### src/rtl/word_collector_pkg.sv
// Shared types and helpers for the word collector that feeds adder_tree.
package word_collector_pkg;

    typedef enum logic {
        COLLECT = 1'b0,
        HOLD    = 1'b1
    } collector_state_e;

    // Width of the partial-frame word counter for an N-word frame.
    function automatic int count_width(input int n);
        return (n > 1) ? $clog2(n) : 1;
    endfunction

endpackage

### src/rtl/word_collector.sv
// Gathers N words into one held vector for adder_tree; supports overlap of the
// next frame's first word with consumption and zero-padded flush of a partial frame.
module word_collector
    import word_collector_pkg::*;
#(
    parameter  int WIDTH = 8,
    parameter  int N     = 4,
    localparam int CW    = count_width(N)
) (
    input  logic             clk,
    input  logic             rst,
    input  logic [WIDTH-1:0] in_data,
    input  logic             in_valid,
    output logic             in_ready,
    input  logic             flush,
    output logic [WIDTH-1:0] out_data [N-1:0],
    output logic             out_valid,
    input  logic             out_ready,
    output logic [CW-1:0]    count
);

    localparam logic [CW-1:0] LAST_IDX = CW'(N - 1);

    collector_state_e state_q, state_d;
    logic [CW-1:0]    count_q, count_d;
    logic             out_valid_q, out_valid_d;
    logic [WIDTH-1:0] slots_q [N-1:0];
    logic [WIDTH-1:0] slots_d [N-1:0];
    logic             accept;

    assign in_ready  = (state_q == COLLECT) || out_ready;
    assign accept    = in_valid && in_ready;
    assign out_data  = slots_q;
    assign out_valid = out_valid_q;
    assign count     = count_q;

    always_comb begin
        // NOTE: every next-state signal takes its current value first, so no
        // path through this block leaves a variable unassigned (no latches).
        state_d     = state_q;
        count_d     = count_q;
        out_valid_d = out_valid_q;
        slots_d     = slots_q;

        unique case (state_q)
            COLLECT: begin
                if (accept && count_q == LAST_IDX) begin
                    slots_d[count_q] = in_data;
                    count_d          = '0;
                    state_d          = HOLD;
                    out_valid_d      = 1'b1;
                end else if (flush && (accept || count_q != '0)) begin
                    // Pad from the current slot upward, then drop the accepted word in.
                    for (int i = 0; i < N; i++) begin
                        if (CW'(i) >= count_q) slots_d[i] = '0;
                    end
                    if (accept) slots_d[count_q] = in_data;
                    count_d     = '0;
                    state_d     = HOLD;
                    out_valid_d = 1'b1;
                end else if (accept) begin
                    slots_d[count_q] = in_data;
                    count_d          = count_q + CW'(1);
                end
            end
            HOLD: begin
                if (out_ready) begin
                    state_d     = COLLECT;
                    out_valid_d = 1'b0;
                    if (accept) begin
                        slots_d[0] = in_data;
                        count_d    = CW'(1);
                    end
                end
            end
            default: begin
                state_d = COLLECT;
            end
        endcase
    end

    always_ff @(posedge clk or posedge rst) begin
        if (rst) begin
            state_q     <= COLLECT;
            count_q     <= '0;
            out_valid_q <= 1'b0;
            // NOTE: the slot array is reset because its contents are visible on
            // out_data straight after reset; it is a small register bank, not a RAM.
            for (int i = 0; i < N; i++) slots_q[i] <= '0;
        end else begin
            state_q     <= state_d;
            count_q     <= count_d;
            out_valid_q <= out_valid_d;
            slots_q     <= slots_d;
        end
    end

endmodule

### config.mk
export PLATFORM = sky130hd
export DESIGN_NAME = word_collector
export DESIGN_NICKNAME = d
export VERILOG_FILES = /design/src/rtl/word_collector_pkg.sv /design/src/rtl/word_collector.sv
export SDC_FILE = /design/constraint.sdc
export NUM_CORES = 1
export LEC_CHECK = 0
export BUFFER_PORTS_ARGS = -buffer_cell sky130_fd_sc_hd__clkbuf_2
export CELL_PAD_IN_SITES_DETAIL_PLACEMENT = 2
export CELL_PAD_IN_SITES_GLOBAL_PLACEMENT = 2
export CORE_MARGIN = 3
export CORE_UTILIZATION = 33
export CTS_CLUSTER_DIAMETER = 30
export CTS_CLUSTER_SIZE = 10
export DETAILED_ROUTE_END_ITERATION = 8
export HOLD_SLACK_MARGIN = 0.02
export PLACE_DENSITY = 0.82
export SETUP_SLACK_MARGIN = 0.2
export SLEW_MARGIN = 20
export SYNTH_ARGS = -nofsm -noshare
export SYNTH_HDL_FRONTEND = slang
export SYNTH_SLANG_ARGS = --single-unit
export TNS_END_PERCENT = 10
### constraint.sdc
create_clock -name clk -period 1.7 [get_ports clk]
set_input_delay 0.34 -clock clk [delete_from_list [all_inputs] [get_ports clk]]
set_output_delay 0.34 -clock clk [all_outputs]
set_load 0.05 [all_outputs]
# Word-level counts from Yosys, hierarchy flattened
# Index checks and enable logic that the tools add are counted.
[totals]
reg_bits = 36
latch_bits = 0
ram_bits = 0
mem_bits_ro = 0
in_bits = 13
output_inout_bits = 36
wordCells = 72
mem_count = 0
[classes]
add_sub_neg = 1
multipliers = 0
n_div = 0
magnitude_cmp = 6
eq_ne = 5
shifts = 0
muxes = 41
bitwise_logic = 1
reduce_logical = 11
[op_table]
columns = ["cell", "n"]
rows = [
  ["8-bit two-way mux", 19],
  ["32-bit two-way mux", 4],
  ["32-bit bitwise mux", 2],
  ["8-bit demux with 2-bit select", 1],
  ["8-bit one-hot mux with 2 select lines", 1],
  ["2-bit two-way mux", 5],
  ["1-bit two-way mux", 6],
  ["1-bit by 2-bit greater-or-equal comparator with 1-bit output, first input constant", 2],
  ["2-bit greater-or-equal comparator, first input constant", 2],
  ["1-bit logical AND", 4],
  ["4-bit by 2-bit != test with 1-bit output, second input constant", 1],
  ["1-bit one-hot mux with 2 select lines", 2],
  ["2-bit one-hot mux with 2 select lines", 1],
  ["2-bit AND reduction", 2],
  ["2-bit by 3-bit < comparator with 1-bit output, second input constant", 1],
  ["3-bit by 1-bit != test with 1-bit output, second input constant", 1],
  ["3-bit AND reduction", 1],
  ["3-bit nonzero test", 1],
  ["2-bit by 1-bit adder with 2-bit output, second input constant", 1],
  ["2-bit equality test, second input constant", 1],
  ["2-bit by 1-bit greater-or-equal comparator with 1-bit output, second input constant", 1],
  ["1-bit logical OR", 2],
  ["2-bit by 1-bit != test with 1-bit output, second input constant", 1],
  ["2-bit != test, second input constant", 1],
  ["2 further kinds", 2],
]

# Longest topological paths before layout
# Gate-level depths: netlist of run 1.
[depth]
depth_word = 13
ltp_mapped = 6
ltp_nobuf = 5

# Least setup slack after synthesis of run 1
# No wires, ideal clock.
[synth_timing]
path_kind = "register to register"
start = "register count_q[1] (netlist: count[1])"
end = "register slots_q, in the netlist out_data[0]"
setup_time_ns = 0.125
arrival_time_ns = 1.829
t_required_ns = 1.575
path_slack_ns = -0.254
stages_incl_launch_ff = 6
n_path_buf = 0
period_less_slack_ns = 1.954
path_cell_list = "dfrtp_1 -> inv_1 -> ha_1 -> mux2_4 -> nand2_4 -> mux2_4"
[synth_between]
elab_chain_len = 10
word_cells_on_any_way = 24
cone_classes = "3 x order compare; 2 x eq/ne; 13 x mux; 6 x reduce/logical"
[synth_lines]
columns = ["item", "line", "rtl"]
rows = [
  ["from (decl)", "word_collector.sv:25", "logic [CW-1:0] count_q, count_d;"],
  ["from (signal assigned)", "word_collector.sv:92", "count_q <= count_d;"],
  ["1-bit by 2-bit greater-or-equal comparator with 1-bit output", "word_collector.sv:55", "if (CW'(i) >= count_q) slots_d[i] = '0;"],
  ["8-bit two-way mux", "word_collector.sv:55", ""],
  ["8-bit two-way mux", "word_collector.sv:52", "end else if (flush && (accept || count_q != '0)) begin"],
  ["8-bit two-way mux", "word_collector.sv:47", "if (accept && count_q == LAST_IDX) begin"],
  ["8-bit two-way mux", "word_collector.sv:45", "unique case (state_q)"],
  ["32-bit bitwise mux", "word_collector.sv:57", "if (accept) slots_d[count_q] = in_data;"],
  ["32-bit two-way mux", "word_collector.sv:57", ""],
  ["32-bit two-way mux", "word_collector.sv:52", ""],
  ["32-bit two-way mux", "word_collector.sv:47", ""],
  ["8-bit one-hot mux with 2 select lines", "word_collector.sv:45", ""],
  ["to (signal assigned)", "word_collector.sv:94", "slots_q <= slots_d;"],
  ["to (decl)", "word_collector.sv:27", "logic [WIDTH-1:0] slots_q [N-1:0];"],
]
# Several ways; a longest one is shown, not always the timed one. The select of a mux whose other input is x is not followed.
# A chain may end at the register's enable or synchronous reset.

# Worst setup path after layout of run 1
[layout_timing]
start = "register count_q[0] (netlist: count[0])"
end = "register slots_q, in the netlist out_data[7]"
# Same word-level chain as after synthesis.

==> metrics.txt, run 1 <==
RSZ-0062 raised after global routing=true; nets@finish=between 200 and 250; die width=80.5 um; leading register cell type out of synthesis=dfrtp_1; slew at the pin closest to its max-slew limit=486 ps; Avg Synthesized Cell Area=11.7 um^2; n_diodes=0; sequential-to-total area share from yosys stat=0.492; die area=6480 um^2; Simple-Gate Fraction of Synth Area=0.182; Fill cells=570; setup violators final=0; Compound-Gate Fraction of Synth Area=0.177; clk buf depth=2; 1st-iter DRT viols=69; cts bufs inserted=5; syn nets=175; worst hold path type=input port to async pin; GR Util All Layers=0.194; register area=905 um^2; final hold viol count=0; R2R Setup Slk=150 ps; Max Cap Viol=0; status=completed; # hold bufs at CTS=0; fin crit period=1550 ps; dominant cell type by area after synthesis=dfrtp_1; Synth warnings=0; IO Pins=49; first-pass GRT wire length=9410 um; Synth Area in Adders=0.0342; Crit Path Class=flip-flop to flip-flop; xor and xnor area share after synthesis=0; clock root cell=clkbuf_8; detailed placement HPWL=4350 um; Via density=5.29; port bufs=48; vias in the first global route=1651; CP Max Fanout=8; CTS tree=built; number of cells produced by synthesis=157; largest family of logic cells by synthesized area=simple AND/OR/NAND/NOR gates; Worst setup SP type=flip-flop; register bit total from synthesis=36; hold slack=137 ps; Power Dens Cells=2170 nW/um^2; post-synth top area share=0.492; Initial Utilization=0.350; multi-input logic area=roughly 890 um^2; critical path required time=1870 ps; Slew HR=0.676; total negative slack=0 ps; Post-synth EDFFs=0; Detailed Route WL=about 6000 um; DRC viols=0; initial antenna violation count=0; Vias=approximately 1500; die height=80.5 um; H-tree levels=2; Setup crit end kind=flip-flop; ANT nets after route=0; synthesized area=between 1500 and 2000 um^2; proportion of synthesized area in mux cells=0.0738; Clock Latency Late Sink=290 ps; Netlist cell types=28; Max Transition Viols Final=0; Area contributors post-synth=dfrtp_1, o2bb2ai_1, mux2_4, nand2_1, nand3b_1; core area=5240 um^2; Max Freq=0.646 GHz; largest net degree at the start of global routing=37; layout cells sized above 1=0.435; Synth-to-Final Area Change=27.7%; Rows=26; clk slew on worst S/H paths=80 ps; Static Leak=0.00110 uW; Power, Total=5070 uW; async set or reset register ratio after synthesis=1.00; DR WL/cell=20.6 um; Crit path arrival time=1720 ps; Max VDD drop=0.000826 V; Tcrit/Tclk final=0.911; grt ovf=0; # clock sinks=36; GP Congestion=0.736; worst clock skew=5.56 ps; drt pass-1 iters=4
-- registers in the layout (all words and copies together), names as in the netlist --
signal and cells:
out_data 32, out_valid 1, count 2, state_q 1
-- Yosys cell counts (all sizes together), types with 2 or more instances --
cell type / n
nand2: 28
inv: 5
nand3b: 10
buf: 7
nor2b: 2
ha: 5
and2: 2
clkbuf: 3
a2bb2oi: 3
dfrtp: 36
nand2b: 4
mux2: 9
o21ai: 3
o2111ai: 8
o2bb2ai: 16
nor4b: 2
a31oi: 8
nand3: 2
-- worst max-delay path, stage by stage (launching register included) --
cell	delay, ps
dfrtp_2	440
inv_4	70
ha_4	170
mux2_4	310
nand2_8	130
mux2_4	310
-- path summary, 6_finish.rpt --
check / depth (start not counted) / endpoint / start
worst max-delay path: 5 / out_data[7] / count[0]
max in group asynchronous: 3 / count[1] / rst
min in group clk: 2 / out_data[9] / in_data[1]
worst max register to register: 5 / out_data[7] / count[0]
worst min register to register: 2 / out_valid / out_valid
worst min-delay path: 3 / out_data[21] / rst
-- cell families after synthesis --
kind of cell | count (synthesis)
DFF | 36
adders and majority gates | 5
muxes | 9
AOI/OAI and AO/OA | 39
and+or+nand+nor | 53
buffers and inverters | 15
-- where the power goes --
group	switching, uW	internal, uW
clock	336	286
combinational	2050	900
sequential	293	1210
total	2670	2400
-- routing by layer --
metal,track usage,vias up,wire length [um]
met5,0,-,0
met4,0.0355,0,23
met3,0.0269,5,215
met2,0.353,34,3100
met1,0.246,776,2530
li1,-,687,-
-- per-stage QoR --
| stage | util | std cells | instance area [um^2] | worst slack [ps] |
|---|---|---|---|---|
| finish | 0.447 | 284 | 2340 | 152 |
| global route | 0.447 | 284 | 2340 | 98.1 |
| CTS | 0.444 | 283 | 2320 | 158 |
| detailed placement | 0.414 | 272 | 2170 | 61.6 |
| global placement | 0.414 | 272 | 2170 | 140 |
| floorplan | - | 157 | 1850 | 51.9 |
-- layout by cell type, fill, tap and decap left out, types with 3 or more instances in the layout --
master	n
clkbuf_2	47
dfrtp_1	33
nand2_1	27
o2bb2ai_1	15
nand3b_1	10
mux2_4	9
o2111ai_1	8
a31oi_1	8
buf_4	8
clkbuf_8	6
nand2b_1	3
o21ai_1	3
ha_1	3
dfrtp_2	3
-- repair_timing --
action                     in CTS  in global routing
setup endpoints to repair      36                 36
gates resized for setup         7                  3
pin swaps                       1                  0
buffers inserted                3                  1
-- area by class of cell --
cell class	instances	area share
inverters	5	0.00909
clock inverters	3	0.00802
multi-input cells	106	0.379
flip-flops and latches	36	0.387
clock buffers	5	0.0294
well taps	70	0.0374
repair buffers	59	0.150
Power figures use the tool's default switching activity.
==> run 2, diff against run 1 <==
Settings changed: PLACE_DENSITY 0.82 to 0.87, RECOVER_POWER set to 50.
==> metrics.txt, run 2 (synthesis gave the netlist of run 1 again) <==
status=completed (unchanged); Setup crit end kind=primary output (was flip-flop); GR Util All Layers=0.188 (was 0.194); Max Transition Viols Final=0 (unchanged); port bufs=48 (unchanged); Crit Path Class=flip-flop to primary output (was flip-flop to flip-flop); fin crit period=1520 ps (was 1550 ps); Clock Latency Late Sink=290 ps (about the same); RSZ-0062 raised after global routing=true (unchanged); clk slew on worst S/H paths=80 ps (about the same); clock root cell=clkbuf_8 (unchanged); depth of the worst register-to-register path=5 (unchanged); multi-input logic area=917 um^2 (was 887 um^2); # clock sinks=36 (unchanged); initial antenna violation count=0 (unchanged); nets@finish=234 (was 231); dpl cells=270 (was 272); Via density=5.25 (was 5.29); Slew HR=0.383 (was 0.676); Static Leak=0.00107 uW (was 0.00110 uW); Max Freq=0.658 GHz (was 0.646 GHz); final hold viol count=0 (unchanged); critical path required time=1360 ps (was 1870 ps); slew at the pin closest to its max-slew limit=925 ps (was 486 ps); GP Congestion=0.722 (was 0.736); register area=905 um^2 (unchanged); die height=80.5 um (unchanged); largest net degree at the start of global routing=37 (unchanged); DR WL/cell=20.8 um (was 20.6 um); IO Pins=49 (unchanged); n_diodes=0 (unchanged); worst clock skew=7.87 ps (was 5.56 ps); CTS tree=built (unchanged); Worst setup SP type=flip-flop (unchanged); total negative slack=0 ps (unchanged); R2R Setup Slk=180 ps (was 150 ps); die area=6480 um^2 (unchanged); Final Instance Area=2390 um^2 (was 2340 um^2); setup ws final=181 ps (was 152 ps); pre-CTS setup slack=60.7 ps (was 61.6 ps); worst hold path type=input port to async pin (unchanged); 1st-iter DRT viols=55 (was 69); most common cell after layout, fill and taps aside=dfrtp_1 (was clkbuf_2); vias in the first global route=1616 (was 1651); ANT nets after route=0 (unchanged); Power Dens Cells=2190 nW/um^2 (was 2170 nW/um^2); core area=5240 um^2 (unchanged); Crit path arrival time=1180 ps (was 1720 ps); Vias=1506 (was 1502); Fill cells=568 (was 570); Non-Filler Instances=287 (was 284); Detailed Route WL=5980 um (was 5860 um); grt ovf=0 (unchanged); # hold bufs at CTS=0 (unchanged); drt pass-1 iters=4 (unchanged); worst reg2reg path endpoint=out_data[3] (was out_data[7]); die width=80.5 um (unchanged); detailed placement HPWL=3860 um (was 4350 um); final design utilization=0.457 (was 0.447); Rows=26 (unchanged); setup violators final=0 (unchanged); Synth-to-Final Area Change=30.7% (was 27.7%); cts bufs inserted=5 (unchanged); clk buf depth=2 (unchanged); max reg flops=32 (unchanged); first-pass GRT wire length=9090 um (was 9410 um); Worst R2R Start=count[1] (was count[0]); layout cells sized above 1=0.382 (was 0.435); commonest non-fill, non-tap cells in the layout=dfrtp_1, clkbuf_2, nand2_1 (was clkbuf_2, dfrtp_1, nand2_1); H-tree levels=2 (unchanged); Max VDD drop=0.00139 V (was 0.000826 V); Max Cap Viol=0 (unchanged); CP Max Fanout=4 (was 8); Initial Utilization=0.350 (unchanged); Tcrit/Tclk final=0.893 (was 0.911); placed cell area=2150 um^2 (was 2170 um^2); DRC viols=0 (unchanged)
==> run 2: changes by cell type in the layout (fill, tap and decap cells not counted), moves of 2 or more <==
cell / previous run / this run
clkbuf_1: 0 / 18
clkbuf_2: 47 / 30
a31oi_1: 8 / 5
a31oi_2: 0 / 3
buf_4: 8 / 10
nand2b_1: 3 / 1
nand2b_4: 0 / 2
==> run 2: how the worst max path moves through the flow <==
stage              endpoint  depth (start not counted)     start  slack, ps
6_report           count[1]                          2  count[1]        180
5_1_grt            count[1]                          6  count[1]        130
4_1_cts         out_data[3]                          5  count[1]        180
3_5_place_dp   out_data[21]                          5  count[1]         60
3_3_place_gp   out_data[19]                          5  count[1]        180
2_1_floorplan   out_data[0]                          5  count[1]         50
==> run 2: layout make-up <==
class	count	share of cell area
Inverter	5	0.00993
Clock buffer	5	0.0288
Clock inverter	3	0.0178
Multi-Input combinational cell	106	0.383
Tap cell	70	0.0366
Timing Repair Buffer	62	0.146
Sequential cell	36	0.378
==> run 2: repair_timing <==
item / 4_1_cts / 5_1_grt
gates cloned: 0 / 0
pin swaps: 2 / 1
gates resized for setup: 5 / 12
setup buffers: 5 / 4
setup endpoints to repair: 36 / 35
==> run 2: layer usage <==
metal	vias to the layer above	routed length, um	part of all wire	track usage
met2	39	2930	0.49	0.310
li1	691	-	-	-
met1	774	2790	0.47	0.258
met3	2	251	0.042	0.0404
met5	-	0	0	0
met4	0	8	0.0013	0.0253
==> run 2: per-stage QoR <==
stage | hold WS (ps) | total power [uW]
3_5_place_dp | 482 | 4270
4_1_cts | 164 | 5180
3_3_place_gp | 459 | 4180
6_report | 303 | 5230
2_1_floorplan | 464 | 3600
5_1_grt | 335 | 5520
==> run 2: critical path, stage by stage (launching register included) <==
cell and delay [ps]:
dfrtp_2 440, buf_4 160, clkbuf_2 280
==> run 2: where the power goes <==
| part | leakage, uW | internal (uW) | switching, uW |
|---|---|---|---|
| sequential | 0.000456 | 1210 | 299 |
| combinational | 0.000559 | 904 | 2050 |
| clock | 0.0000541 | 434 | 331 |
| total | 0.00107 | 2550 | 2680 |
==> run 3, diff against run 2 <==
Settings changed: CORE_UTILIZATION 33 to 30, PLACE_DENSITY 0.87 to unset, PLACE_DENSITY_LB_ADDON set to 0.3.
Clock period 1.7 ns to 1.2 ns, I/O delays scaled along.
==> metrics.txt, run 3 (synthesis gave the netlist of run 1 again) <==
# clock sinks=36 (unchanged); Via density=5.32 (was 5.25); dpl cells=289 (was 270); cts bufs inserted=5 (unchanged); Max VDD drop=0.00132 V (was 0.00139 V); die area=7080 um^2 (was 6480 um^2); Rows=27 (was 26); initial antenna violation count=0 (unchanged); Power Dens Cells=3070 nW/um^2 (was 2190 nW/um^2); Crit Path Class=flip-flop to flip-flop (was flip-flop to primary output); Max Transition Viols Final=0 (unchanged); first-pass GRT wire length=10500 um (was 9090 um); port bufs=48 (unchanged); clock share of power=0.121 (was 0.146); grt ovf=0 (unchanged); ANT nets after route=0 (unchanged); GP Congestion=0.833 (was 0.722); most frequent CP cell=mux2_4; Max Freq=0.664 GHz; Static Leak=0.00130 uW (was 0.00107 uW); Crit path arrival time=1680 ps (was 1180 ps); total negative slack=-9030 ps (was 0 ps); 1st-iter DRT viols=68 (was 55); status=complete, but fails checks (was completed); final hold viol count=0 (unchanged); Worst setup SP type=flip-flop (unchanged); DR WL/cell=22.5 um (was 20.8 um); RSZ-0062 raised after global routing=true (unchanged); worst hold path type=input port to flip-flop (was input port to async pin); Tcrit/Tclk final=1.25; commonest non-fill, non-tap cells in the layout=dfrtp_1, buf_8, nand2_1 (was dfrtp_1, clkbuf_2, nand2_1); clock root cell=clkbuf_8 (unchanged); CP Max Fanout=8 (was 4); Power Internal=4790 uW (was 2550 uW); part of the power in registers=0.256 (was 0.288); Vias=1596 (was 1506); layout cells sized above 1=0.518 (was 0.382); detailed placement HPWL=4450 um (was 3860 um); fin crit period=1510 ps; CP peak stage delay=400 ps (was 440 ps); largest net degree at the start of global routing=33 (was 37); drt pass-1 iters=4 (unchanged); delay-heaviest family, CP=multiplexers (was buffers and inverters); max reg flops=32 (unchanged); IO Pins=49 (unchanged); switch share=0.469 (was 0.513); Fill cells=559 (was 568); clk buf depth=2 (unchanged); net switching power=4220 uW (was 2680 uW); Non-Filler Instances=300 (was 287); violated checks=setup timing; Synth-to-Final Area Change=60.1% (was 30.7%); vias in the first global route=1909 (was 1616); critical path required time=1380 ps (was 1360 ps); Bufs and invs on worst path=1 (was 2); die height=84.1 um (was 80.5 um); DRC viols=0 (unchanged); Max Cap Viol=0 (unchanged); nets@finish=245 (was 234); slowest CP cell=dfrtp_2 (unchanged); GR Util All Layers=0.191 (was 0.188); Setup crit end kind=flip-flop (was primary output); H-tree levels=2 (unchanged); Initial Utilization=0.321 (was 0.350); Clock Latency Late Sink=290 ps (about the same); Slew HR=0.712 (was 0.383); setup violators final=39 (was 0); core area=5710 um^2 (was 5240 um^2); Comb pwr share=0.623 (was 0.565); Detailed Route WL=6760 um (was 5980 um); final design utilization=0.514 (was 0.457); worst clock skew=7.72 ps (was 7.87 ps); clk slew on worst S/H paths=80 ps (about the same); CP Cell Sequence=inv_2, ha_4, mux2_4, nand2_8, mux2_4 (was buf_4, clkbuf_2); die width=84.1 um (was 80.5 um); slew at the pin closest to its max-slew limit=431 ps (was 925 ps); n_diodes=0 (unchanged); setup ws final=-305 ps (was 181 ps); CTS tree=built (unchanged)
-- run 3: cell types whose count changed in the layout (fill, tap and decap cells not counted), sizes merged --
cell / previous run / this run
buf: 13 / 59
clkbuf: 54 / 19
clkinvlp: 1 / 0
dlygate4sd3: 0 / 1
-- run 3: power groups by stage --
stage          logic, uW  clock network, uW  registers (uW)
4_1_cts             5100               1100            2160
5_1_grt             5870               1170            2370
3_3_place_gp        4070                  0            2060
6_report            5610               1090            2300
2_1_floorplan       1390                  0            3710
3_5_place_dp        4230                  0            2110
-- run 3: path summary, 6_finish.rpt --
| path | to | slack [ps] | start | cells past startpoint |
|---|---|---|---|---|
| worst max-delay path | out_data[0] | -310 | count[1] | 5 |
| worst min-delay path | out_data[22] | 240 | in_data[6] | 2 |
| worst max register to register | out_data[0] | -310 | count[1] | 5 |
| worst min register to register | out_valid | 550 | out_valid | 2 |
| max in group asynchronous | out_data[27] | 140 | rst | 4 |
| min in group asynchronous | out_valid | 370 | rst | 3 |
-- run 3: cell type report --
type | instances | area, um^2 | share of cell area
repair buffers | 73 | 821 | 0.280
inverters | 5 | 18.8 | 0.00640
flip-flops and latches | 36 | 903 | 0.308
clock buffers | 6 | 72.6 | 0.0247
multi-input cells | 106 | 992 | 0.338
well taps | 72 | 90.1 | 0.0307
clock inverters | 2 | 35.0 | 0.0119
-- run 3: timing repair --
| action | CTS | global route |
|---|---|---|
| setup endpoints to repair | 72 | 72 |
| endpoints found under the hold margin | 4 | 0 |
| resized for setup | 79 | 53 |
| hold buffers | 1 | 0 |
| setup buffers | 0 | 2 |
| pin swaps | 1 | 0 |
-- run 3: stage by stage --
stage               setup slack [ps]  power [uW]  cell area, um^2  hold slack (ps)
floorplan                       -448        5090             1850              364
global placement                -237        6130             2310              149
detailed placement              -350        6340             2310              168
CTS                             -295        8370             2790              240
global route                    -335        9410             2930              233
finish                          -305        9010             2930              238
-- run 3: metal layers --
metal  up-vias  GRT usage  part of all wire
met1       847      0.212              0.39
met3         8     0.0334             0.028
li1        709          -                 -
met5         -          0                 0
met4         0     0.0643             0.013
met2        32      0.364              0.57
